<file path="src/rtl/y_tile_line_packer.sv">
// y_tile_line_packer: packs Q8.8 gate-output tiles into DATA_W-bit lines,
// queues them in a line FIFO and streams them out with TLAST/TUSER.
//
// Ports:
//   clk, rst_n         clock, async active-low reset
//   clr                sync clear of packing state and FIFO
//   y_axis_*           tile input stream (TILE_SIZE lanes of DATA_WIDTH)
//   m_axis_*           line output stream (TUSER = line index in vector)
//   vec_done           one-cycle pulse after the last line of a vector leaves
module y_tile_line_packer #(
    parameter int TILE_SIZE  = 4,
    parameter int DATA_WIDTH = 16,
    parameter int DATA_W     = 256,
    parameter int D          = 256,
    parameter int FIFO_DEPTH = 4,
    localparam int TPL    = DATA_W / (TILE_SIZE * DATA_WIDTH),
    localparam int LPV    = D * DATA_WIDTH / DATA_W,
    localparam int LIDX_W = $clog2(LPV)
) (
    input  logic                         clk,
    input  logic                         rst_n,
    input  logic                         clr,
    input  logic                         y_axis_TVALID,
    output logic                         y_axis_TREADY,
    input  logic signed [DATA_WIDTH-1:0] y_axis_TDATA [TILE_SIZE],
    output logic                         m_axis_TVALID,
    input  logic                         m_axis_TREADY,
    output logic [DATA_W-1:0]            m_axis_TDATA,
    output logic                         m_axis_TLAST,
    output logic [LIDX_W-1:0]            m_axis_TUSER,
    output logic                         vec_done
);

    localparam int TW   = TILE_SIZE * DATA_WIDTH;
    localparam int TC_W = (TPL > 1) ? $clog2(TPL) : 1;
    localparam int PW   = $clog2(FIFO_DEPTH);
    localparam int CW   = PW + 1;

    localparam logic [TC_W-1:0]   TC_LAST  = TC_W'(TPL - 1);
    localparam logic [LIDX_W-1:0] LC_LAST  = LIDX_W'(LPV - 1);
    localparam logic [CW-1:0]     CNT_FULL = CW'(FIFO_DEPTH);

    logic                ready_en;
    logic [TC_W-1:0]     tcnt;
    logic [LIDX_W-1:0]   lcnt;
    logic [DATA_W-1:0]   asm_q;
    logic [TW-1:0]       tile;
    logic [DATA_W-1:0]   line;

    logic [DATA_W-1:0]   mem_data [FIFO_DEPTH];
    logic [LIDX_W-1:0]   mem_user [FIFO_DEPTH];
    logic [FIFO_DEPTH-1:0] mem_last;
    logic [PW-1:0]       wptr;
    logic [PW-1:0]       rptr;
    logic [CW-1:0]       count;

    logic in_fire;
    logic out_fire;
    logic tile_last;
    logic push;
    logic full;

    assign tile_last = (tcnt == TC_LAST);
    assign full      = (count == CNT_FULL);

    // Only a line-completing tile needs a free FIFO slot.
    assign y_axis_TREADY = ready_en & (~tile_last | ~full);
    assign in_fire  = y_axis_TVALID & y_axis_TREADY;
    assign out_fire = m_axis_TVALID & m_axis_TREADY;
    assign push     = in_fire & tile_last;

    assign m_axis_TVALID = (count != '0);
    assign m_axis_TDATA  = mem_data[rptr];
    assign m_axis_TLAST  = mem_last[rptr];
    assign m_axis_TUSER  = mem_user[rptr];

    always_comb begin
        tile = '0;
        for (int i = 0; i < TILE_SIZE; i++) begin
            tile[i*DATA_WIDTH +: DATA_WIDTH] = y_axis_TDATA[i];
        end
    end

    // Final tile goes straight into the line, bypassing asm_q.
    always_comb begin
        line = asm_q;
        line[(TPL-1)*TW +: TW] = tile;
    end

    always_ff @(posedge clk or negedge rst_n) begin
        if (!rst_n) begin
            ready_en <= 1'b0;
        end else begin
            ready_en <= 1'b1;
        end
    end

    always_ff @(posedge clk or negedge rst_n) begin
        if (!rst_n) begin
            tcnt  <= '0;
            lcnt  <= '0;
            asm_q <= '0;
        end else if (clr) begin
            tcnt <= '0;
            lcnt <= '0;
        end else if (in_fire) begin
            if (tile_last) begin
                tcnt <= '0;
                lcnt <= (lcnt == LC_LAST) ? '0 : lcnt + 1'b1;
            end else begin
                asm_q[int'(tcnt)*TW +: TW] <= tile;
                tcnt <= tcnt + 1'b1;
            end
        end
    end

    always_ff @(posedge clk or negedge rst_n) begin
        if (!rst_n) begin
            for (int i = 0; i < FIFO_DEPTH; i++) begin
                mem_data[i] <= '0;
                mem_user[i] <= '0;
            end
            mem_last <= '0;
            wptr     <= '0;
            rptr     <= '0;
            count    <= '0;
            vec_done <= 1'b0;
        end else if (clr) begin
            wptr     <= '0;
            rptr     <= '0;
            count    <= '0;
            vec_done <= 1'b0;
        end else begin
            vec_done <= out_fire & m_axis_TLAST;
            if (push) begin
                mem_data[wptr] <= line;
                mem_user[wptr] <= lcnt;
                mem_last[wptr] <= (lcnt == LC_LAST);
                wptr           <= wptr + 1'b1;
            end
            if (out_fire) begin
                rptr <= rptr + 1'b1;
            end
            if (push && !out_fire) begin
                count <= count + 1'b1;
            end else if (!push && out_fire) begin
                count <= count - 1'b1;
            end
        end
    end

endmodule

</file>
<file path="config.mk">
export PLATFORM = sky130hd
export DESIGN_NAME = y_tile_line_packer
export DESIGN_NICKNAME = d
export VERILOG_FILES = /design/src/rtl/y_tile_line_packer.sv
export SDC_FILE = /design/constraint.sdc
export NUM_CORES = 1
export LEC_CHECK = 0
export ABC_CLOCK_PERIOD_IN_PS = 2600
export BUFFER_PORTS_ARGS = -buffer_cell sky130_fd_sc_hd__buf_2
export CAP_MARGIN = 15
export CORE_MARGIN = 1.5
export CORE_UTILIZATION = 55
export DETAILED_ROUTE_END_ITERATION = 10
export PLACE_DENSITY = 0.72
export SYNTH_ARGS = -nofsm -noshare
export SYNTH_HDL_FRONTEND = slang
export SYNTH_SLANG_ARGS = --single-unit
</file>
<file path="constraint.sdc">
create_clock -name clk -period 2.6 [get_ports clk]
set_clock_uncertainty 0.15 [all_clocks]
set_input_delay 0.52 -clock clk [delete_from_list [all_inputs] [get_ports clk]]
set_output_delay 0.52 -clock clk [all_outputs]
set_load 0.1 [all_outputs]
</file>
==> run_results.csv, run 1 <==
group,metric,value,unit
critical_path,crit_arrival,2470,ps
sta,period_minus_slack,3140,ps
final_layout,layout-drive-gt1-share,0.512,
drt,wl_per_cell,25.8,um
clock_tree,numCtsBuffers,133,
placement,dp_cells,5030,
drt,drt_iter0_markers,2000,
power_and_ir_drop,p_sw_frac,0.248,
status,violations,"setup timing",
global_route,grt_pass1_vias,33800,
status,outcome,"finished with violations",
synthesis,synth_fa_ha_area_frac,0.00268,
sta,setup_viol_count_final,263,
drt,routed_wl,138,mm
synthesis,synth.distinct_cells,35,
hold_path,hold_path.class,"in2reg",
critical_path,path_cells,"buf_4, buf_12, buf_12, mux4_2, buf_12",
power_and_ir_drop,p_leak,32.1,nW
sta,maxSlewViolCount,0,
placement,placed_area,0.0609,sq mm
die,dieWidth,317,um
power_and_ir_drop,powerDensity,651,mW/mm^2
synthesis,synth-seq-cells,1251,
synthesis,synth_nets,3541,
synthesis,postSynthAreaPerCell,15.6,sq um
global_route,grt_max_degree,129,
clock_tree,insertion_delay,740,ps
drt,ant_nets,0,
synthesis,synthFlopType,"dfrtp_1",
clock_tree,cts_tree,"built",
critical_path,crit_slowest_cell,"mux4_2",
clock_tree,cts_root_buffer,"clkbuf_16",
drt,wl_met1,56.0,mm
clock_tree,htree_levels,4,
power_and_ir_drop,switchingPower,0.0108,W
power_and_ir_drop,p_int,0.0328,W
synthesis,synth_xor_area_frac,0.00113,
sta,finalWorstSetupSlack,-541,ps
global_route,grt_antenna_before_repair,5,
critical_path,cp_slowest_stage_delay,600,ps
placement,routabilityCongestion,0.802,
critical_path,critPathMaxFanout,7,
final_layout,final_cell_mix,"dfrtp_1, mux2_2, nand2_1",
die,core,0.0971,sq mm
drt,top_layer_used,"met5",
critical_path,criticalPathCategory,"reg2out",
clock_tree,cts_buffer_depth,3,
flow_run,cap_violations,0,
synthesis,synthSimpleGateAreaFrac,0.0316,
power_and_ir_drop,power.share.clock,0.437,
power_and_ir_drop,combPwrFrac,0.100,
placement,hpwlAfterDp,89.6,mm
clock_tree,clkSlewWorstSetupHoldPaths,60,ps
synthesis,synth_top_family_by_area,"multiplexers",
critical_path,cp_common_cell,"buf_12",
synthesis,async_flop_share,1.00,
critical_path,endpoint_kind,"primary output",
critical_path,startpoint_type,"flip-flop",
sta,max_slew_margin,0.626,
final_layout,area_growth,23.7,%
global_route,grt_pass1_wl,210,mm
critical_path,required,1930,ps
synthesis,synth.mux.area_fraction,0.339,
drt,met3_length,7.71,mm
die,dieArea,0.100,sq mm
final_layout,final_common_cell,"dfrtp_1",
sta,whs,35.6,ps
sta,timing.final.crit_share,1.21,
synthesis,ys_warn_count,0,
synthesis,synth_edf_count,0,
sta,grt_setup_unrepaired,"yes",
placement,dp_slack,40.6,ps
drt,drc,0,
die,boundaryPins,333,
synthesis,syn_area,0.0541,sq mm
drt,drt-vias-per-instance,5.88,
synthesis,yosysSeqAreaShare,0.578,
drt,wl_met2,69.3,mm
final_layout,layoutNonFillerInstCount,5341,
sta,hold_violations,0,
global_route,gr-total-overflow,0,
final_layout,finalInstanceArea,0.0670,sq mm
synthesis,synth-compound-area-share,0.0193,
die,die_h,317,um
power_and_ir_drop,p_seq_frac,0.463,
die,start_util,0.557,
drt,routed-via-count,31400,
sta,timing.fmax,0.318,GHz
global_route,gr-usage-all-layers,0.280,
power_and_ir_drop,irDropWorstVdd,0.000472,V
synthesis,synthCells,3461,
placement,numPortBuffers,332,
die,rows,114,
sta,tightest_slew,561,ps
drt,dr.pass1.iters,5,
clock_tree,clkSinkCount,1251,
final_layout,fin_nets,4046,
repair_timing:
action / in CTS / in global routing
cloned: 4 / 5
buffers inserted: 15 / 6
hold buffers: 49 / 0
endpoints found under the hold margin: 503 / 0
gates resized for setup: 199 / 47
setup endpoints to repair: 263 / 264
final timing paths:
check | from | depth (start not counted) | end | slack, ps
worst min-delay path | y_axis_TDATA[43] | 3 | asm_q[155]$_DFFE_PN0P_ | 40
worst min register to register | mem_last[1]$_DFFE_PN0P_ | 2 | mem_last[1]$_DFFE_PN0P_ | 330
worst max register to register | count[1]$_DFFE_PN0P_ | 7 | count[2]$_DFFE_PN0P_ | 40
worst max-delay path | rptr[0]$_DFFE_PN0P_ | 5 | m_axis_TDATA[50] | -540
min in group asynchronous | rst_n | 2 | mem_data[919]$_DFFE_PN0P_ | 180
max in group asynchronous | rst_n | 4 | mem_data[315]$_DFFE_PN0P_ | 1190
final cells by class:
type                       instances  area (sq um)
clock buffer                     193          3920
fill                            6344         30200
sequential                      1251         31300
inverter                           7          26.3
antenna                            4          10.0
multi-input combinational       1961         21400
clock inverter                    37           469
timing repair buffer             612          8270
tap                             1276          1600
power by group through the flow:
stage / sequential (W) / clock [W] / combinational, W
after floorplan: 0.0204 / 0 / 0.00219
after global placement: 0.0205 / 0 / 0.00392
after detailed placement: 0.0205 / 0 / 0.00395
after CTS: 0.0202 / 0.0193 / 0.00428
after global routing: 0.0202 / 0.0202 / 0.00464
final: 0.0202 / 0.0190 / 0.00435
registers in the layout, indices dropped and copies added (netlist names), 2 cells and up:
name and cells:
tcnt 2, lcnt 4, rptr 2, asm_q 192, wptr 2, count 3, mem_user 16, mem_last 4
mem_data 1024
Yosys cell counts (2+ instances only):
cell type,n,area (sq um)
dfrtp_1,1251,31300
mux2_2,853,9610
nand2_1,396,1490
mux4_2,261,5880
o21ai_0,197,986
mux2_4,189,2840
clkbuf_1,82,308
buf_6,56,631
buf_2,51,255
buf_4,28,210
buf_1,25,93.8
nor2_1,12,45.0
ha_1,10,125
inv_1,7,26.3
a21oi_1,5,25.0
nand3_1,5,25.0
nor3b_1,5,37.5
xnor2_1,4,35.0
nand4b_1,3,26.3
xor2_1,3,26.3
and3_1,2,12.5
mux2i_1,2,20.0
or3_1,2,12.5
cells by family after synthesis:
logic type	count (synthesis)
flip-flops	1251
multiplexers	1305
buffers and inverters	249
other	1
XOR/XNOR	7
AND/OR/NAND/NOR	431
AO/OA/AOI/OAI	206
adder cells (fa/ha/maj)	11
worst max-delay path, delay by kind of cell, from the launching register on:
family,cells,cell delay [ps]
flops,1,470
buf+inv,4,660
mux,1,600
through the flow:
step,setup TNS (ps),util,power (W)
floorplan,-99.7,-,0.0226
global placement,0,0.627,0.0244
detailed placement,0,0.627,0.0245
CTS,-139220,0.686,0.0438
global route,-139960,0.689,0.0450
finish,-122480,0.689,0.0436
layer usage:
metal / vias up / global-route usage
li1: 13600 / -
met1: 16800 / 0.361
met2: 775 / 0.468
met3: 226 / 0.0614
met4: 8 / 0.102
met5: - / 0
Power figures use the tool's default switching activity.
==> run 2, diff against run 1 <==
SKIP_CTS_REPAIR_TIMING = 1   (was unset)
==> run 2 against run 1 <==
Routed wire length is 0.70% lower. The flow still finishes with violations (setup timing). First-iteration DRC count shrank 4.7%. Combinational power shrank 4%. Global-route usage is 0.32 points lower. Sequential power about the same. Utilization decreased by 0.48 points. Clock power barely moved. Critical endpoint is now m_axis_TDATA[107].
==> run_results.csv, run 2 (synthesized netlist as in run 1, its figures left out) <==
group,metric,value,unit
global_route,grt_pass1_wl,208,mm
drt,routed-via-count,31300,
die,rows,114,
drt,drc,0,
clock_tree,insertion_delay,740,ps
sta,grt_setup_unrepaired,"yes",
drt,drt-vias-per-instance,5.91,
final_layout,final_common_cell,"dfrtp_1",
sta,max_slew_margin,0.600,
critical_path,critPathMaxFanout,25,
final_layout,area_growth,22.8,%
drt,routed_wl,137,mm
sta,finalWorstSetupSlack,-551,ps
sta,timing.final.crit_share,1.21,
critical_path,endpoint_kind,"primary output",
clock_tree,cts_buffer_depth,3,
clock_tree,cts_tree,"built",
critical_path,required,1930,ps
drt,ant_nets,0,
die,boundaryPins,333,
critical_path,criticalPathCategory,"reg2out",
die,dieWidth,317,um
global_route,grt_max_degree,129,
die,start_util,0.557,
die,dieArea,0.100,sq mm
power_and_ir_drop,irDropWorstVdd,0.000469,V
global_route,grt_antenna_before_repair,6,
placement,placed_area,0.0609,sq mm
die,core,0.0971,sq mm
drt,drt_iter0_markers,1907,
drt,dr.pass1.iters,7,
global_route,gr-total-overflow,0,
final_layout,finalInstanceArea,0.0665,sq mm
global_route,gr-usage-all-layers,0.276,
sta,maxSlewViolCount,0,
status,outcome,"finished with violations",
final_layout,final_cell_mix,"dfrtp_1, mux2_2, nand2_1",
critical_path,startpoint_type,"flip-flop",
global_route,grt_pass1_vias,33300,
hold_path,hold_path.class,"in2reg",
flow_run,cap_violations,0,
sta,timing.fmax,0.317,GHz
clock_tree,clkSinkCount,1251,
clock_tree,cts_root_buffer,"clkbuf_16",
clock_tree,htree_levels,4,
drt,wl_per_cell,25.8,um
die,die_h,317,um
placement,dp_slack,40.6,ps
final_layout,layout-drive-gt1-share,0.516,
clock_tree,clkSlewWorstSetupHoldPaths,60,ps
placement,numPortBuffers,332,
sta,whs,1.19,ps
final_layout,regMostFlops,"mem_data",
clock_tree,numCtsBuffers,133,
power_and_ir_drop,powerDensity,652,mW/mm^2
final_layout,largest_reg_flops,1024,
final_layout,reg_top3,"mem_data: 1024 flops, asm_q: 192 flops, mem_user: 16 flops",
final_layout,final_util,0.685,
sta,period_minus_slack,3150,ps
critical_path,crit_arrival,2480,ps
sta,setup_viol_count_final,263,
placement,hpwlAfterDp,89.6,mm
final_layout,fin_nets,4008,
power_and_ir_drop,p_leak,32.0,nW
placement,routabilityCongestion,0.802,
sta,hold_violations,0,
status,violations,"setup timing",
sta,tightest_slew,600,ps
## run 2: layout make-up
type                    count  area (sq um)
clock buffers             193          3920
fillers                  6421         30600
repair buffers            574          7800
clock inverters            37           469
inverters                   7          26.3
diodes                      6          15.0
multi-input cells        1961         21400
flip-flops and latches   1251         31300
well taps                1276          1600
## run 2: final timing paths
| check | startpoint | endpoint | slack (ps) | cells after the start |
|---|---|---|---|---|
| setup reg to reg | count[0]$_DFFE_PN0P_ | count[2]$_DFFE_PN0P_ | 40 | 7 |
| min in group asynchronous | rst_n | mem_data[919]$_DFFE_PN0P_ | 180 | 2 |
| max in group asynchronous | rst_n | mem_user[12]$_DFFE_PN0P_ | 1190 | 4 |
| hold / removal | y_axis_TDATA[55] | asm_q[7]$_DFFE_PN0P_ | 1 | 3 |
| hold reg to reg | mem_last[1]$_DFFE_PN0P_ | mem_last[1]$_DFFE_PN0P_ | 330 | 2 |
| setup / recovery | rptr[0]$_DFFE_PN0P_ | m_axis_TDATA[107] | -550 | 4 |
## run 2: power by group
group,internal (W),switching (W)
registers,0.0198,0.000387
clock network,0.0113,0.00777
logic,0.00159,0.00257
total,0.0326,0.0107
## run 2: stage by stage
| stage | setup TNS, ps | std cells | power, W |
|---|---|---|---|
| after floorplan | -99.7 | 3461 | 0.0226 |
| after detailed placement | 0 | 5030 | 0.0245 |
| after global routing | -142400 | 5299 | 0.0448 |
| final | -123820 | 5305 | 0.0434 |
| after global placement | 0 | 5030 | 0.0244 |
| after CTS | -151070 | 5260 | 0.0435 |
## run 2: worst max-delay path: stages (launching register included)
cell	delay (ps)
dfrtp_4	480
buf_12	200
buf_16	250
mux4_2	610
buf_12	200
## run 2: metal layers
layer	track usage	wire length [um]	up-vias
met3	0.0639	7840	239
met1	0.356	55300	16800
met4	0.104	4700	12
met2	0.460	68800	772
met5	0	73	-
li1	-	-	13500
==> run 3, diff against run 2 <==
CTS_CLUSTER_SIZE = 8   (was unset)
PLACE_DENSITY = 0.82   (was 0.72)
RECOVER_POWER = 100   (was unset)
==> run 3 against run 2 <==
The flow finishes with violations (hold timing, capacitance limit, slew limit, setup timing). Critical path depth unchanged. Flip-flop and latch count unchanged. Clock power up 5%. Cell count fell by 0.70%. Cell area fell by 2.0%. Non-clock buffer count is 3 lower. First-iteration DRC count is 15% higher. Worst hold slack lost 18 ps. Power is 1.9% higher. Combinational power is 4% lower. Utilization is 1.4 points lower. Largest cell class unchanged.
==> run_results.csv, run 3 (synthesized netlist as in run 1, its figures left out) <==
group,metric,value,unit
clock_tree,numCtsBuffers,174,
global_route,grt_max_degree,129,
power_and_ir_drop,irDropWorstVdd,0.000628,V
final_layout,reg_top3,"mem_data: 1024 flops, asm_q: 192 flops, mem_user: 16 flops",
placement,dp_slack,-14.1,ps
clock_tree,clkSinkCount,1251,
global_route,grt_pass1_vias,35000,
clock_tree,cts_root_buffer,"clkbuf_16",
hold_path,hp-start,"y_axis_TDATA[34]",
drt,dr.pass1.iters,5,
global_route,gr-total-overflow,0,
status,violations,"hold timing, capacitance limit, slew limit, setup timing",
final_layout,fin_nets,4046,
critical_path,crit_arrival,2610,ps
drt,drt_iter0_markers,2198,
die,core,0.0971,sq mm
placement,hpwlAfterDp,91.2,mm
die,dieWidth,317,um
final_layout,layoutNonFillerInstCount,5268,
drt,routed-via-count,32100,
critical_path,startpoint_type,"flip-flop",
clock_tree,cts_buffer_depth,3,
power_and_ir_drop,switchingPower,0.0109,W
power_and_ir_drop,p_int,0.0333,W
power_and_ir_drop,p_sw_frac,0.247,
clock_tree,htree_levels,4,
status,outcome,"finished with violations",
placement,numPortBuffers,332,
sta,tightest_slew,2060,ps
critical_path,endpoint_kind,"primary output",
clock_tree,insertion_delay,760,ps
die,rows,114,
sta,hold_violations,3,
final_layout,largest_reg_flops,1024,
global_route,grt_antenna_before_repair,15,
placement,dp_cells,5028,
flow_run,cap_violations,1,
sta,finalWorstSetupSlack,-676,ps
hold_path,holdPathEnd,"asm_q[82]$_DFFE_PN0P_",
final_layout,area_growth,20.4,%
power_and_ir_drop,powerDensity,678,mW/mm^2
drt,routed_wl,143,mm
hold_path,hold_path.class,"in2reg",
clock_tree,cts_tree,"built",
power_and_ir_drop,combPwrFrac,0.090,
die,die_h,317,um
global_route,gr-usage-all-layers,0.286,
sta,maxSlewViolCount,56,
sta,grt_setup_unrepaired,"yes",
drt,ant_nets,0,
sta,timing.fmax,0.305,GHz
hold_path,hold_depth,3,
power_and_ir_drop,p_leak,31.7,nW
sta,timing.final.crit_share,1.26,
final_layout,final_cell_mix,"dfrtp_1, mux2_2, nand2_1",
power_and_ir_drop,p_seq_frac,0.457,
critical_path,worstReg2RegStart,"count[1]$_DFFE_PN0P_",
sta,period_minus_slack,3280,ps
critical_path,reg2reg_slack,10,ps
clock_tree,clkSlewWorstSetupHoldPaths,50,ps
drt,wl_per_cell,27.1,um
die,boundaryPins,333,
critical_path,worst_r2r_endpoint,"mem_data[846]$_DFFE_PN0P_",
final_layout,layout-drive-gt1-share,0.512,
drt,drc,0,
drt,drt-vias-per-instance,6.10,
sta,setup_viol_count_final,309,
sta,whs,-16.5,ps
placement,routabilityCongestion,0.838,
power_and_ir_drop,power.share.clock,0.452,
final_layout,final_common_cell,"dfrtp_1",
critical_path,required,1930,ps
die,dieArea,0.100,sq mm
sta,max_slew_margin,-0.375,
final_layout,regMostFlops,"mem_data",
critical_path,criticalPathCategory,"reg2out",
critical_path,reg2regPathDepth,6,
global_route,grt_pass1_wl,216,mm
critical_path,critPathMaxFanout,24,
die,start_util,0.557,
-- run 3: cell count changes in the layout (fill, tap and decap cells not counted), moves of 28 or more --
cell	change
clkbuf_16	+37
buf_12	-81
buf_4	+60
clkbuf_8	-28
buf_2	+58
buf_6	-61
-- run 3: critical path: stages, from the launching register on --
cell,delay (ps)
dfrtp_4,480
buf_16,240
buf_12,240
mux4_2,570
buf_4,260
-- run 3: per-stage QoR --
stage	power, W	setup TNS [ps]	utilization	instance area, sq um
floorplan	0.0226	-99.7	-	54100
global placement	0.0243	-22.8	0.614	59700
detailed placement	0.0244	-25.3	0.614	59700
CTS	0.0444	-165260	0.662	64300
global route	0.0456	-247600	0.671	65200
finish	0.0442	-150150	0.671	65200
-- run 3: worst max-delay path by stage --
stage | startpoint | slack (ps) | cells past startpoint | endpoint
floorplan | rptr[0]$_DFFE_PN0P_ | -1 | 4 | m_axis_TDATA[180]
global placement | y_axis_TVALID | -20 | 8 | count[2]$_DFFE_PN0P_
detailed placement | y_axis_TVALID | -10 | 8 | count[2]$_DFFE_PN0P_
CTS | rptr[0]$_DFFE_PN0P_ | -740 | 4 | m_axis_TDATA[126]
global route | rptr[0]$_DFFE_PN0P_ | -740 | 5 | m_axis_TDATA[236]
finish | rptr[0]$_DFFE_PN0P_ | -680 | 4 | m_axis_TDATA[85]
-- run 3: layer usage --
layer,track usage,up-vias,share of wire
li1,-,13500,-
met1,0.353,17200,0.37
met2,0.489,1086,0.51
met3,0.0753,310,0.076
met4,0.100,20,0.036
met5,0,-,0.00086
-- run 3: cell type report --
cell class / count / area [sq um]
flip-flops and latches: 1251 / 31300
diodes: 9 / 22.5
fillers: 6231 / 32000
clock inverters: 13 / 191
inverters: 7 / 26.3
repair buffers: 571 / 6230
clock buffers: 180 / 4440
multi-input cells: 1961 / 21400
well taps: 1276 / 1600
-- run 3: power groups by stage --
stage / combinational, W / clock (W) / sequential (W)
6_report: 0.00398 / 0.0200 / 0.0202
5_1_grt: 0.00424 / 0.0211 / 0.0203
4_1_cts: 0.00393 / 0.0203 / 0.0202
3_5_place_dp: 0.00390 / 0 / 0.0205
3_3_place_gp: 0.00384 / 0 / 0.0205
2_1_floorplan: 0.00219 / 0 / 0.0204
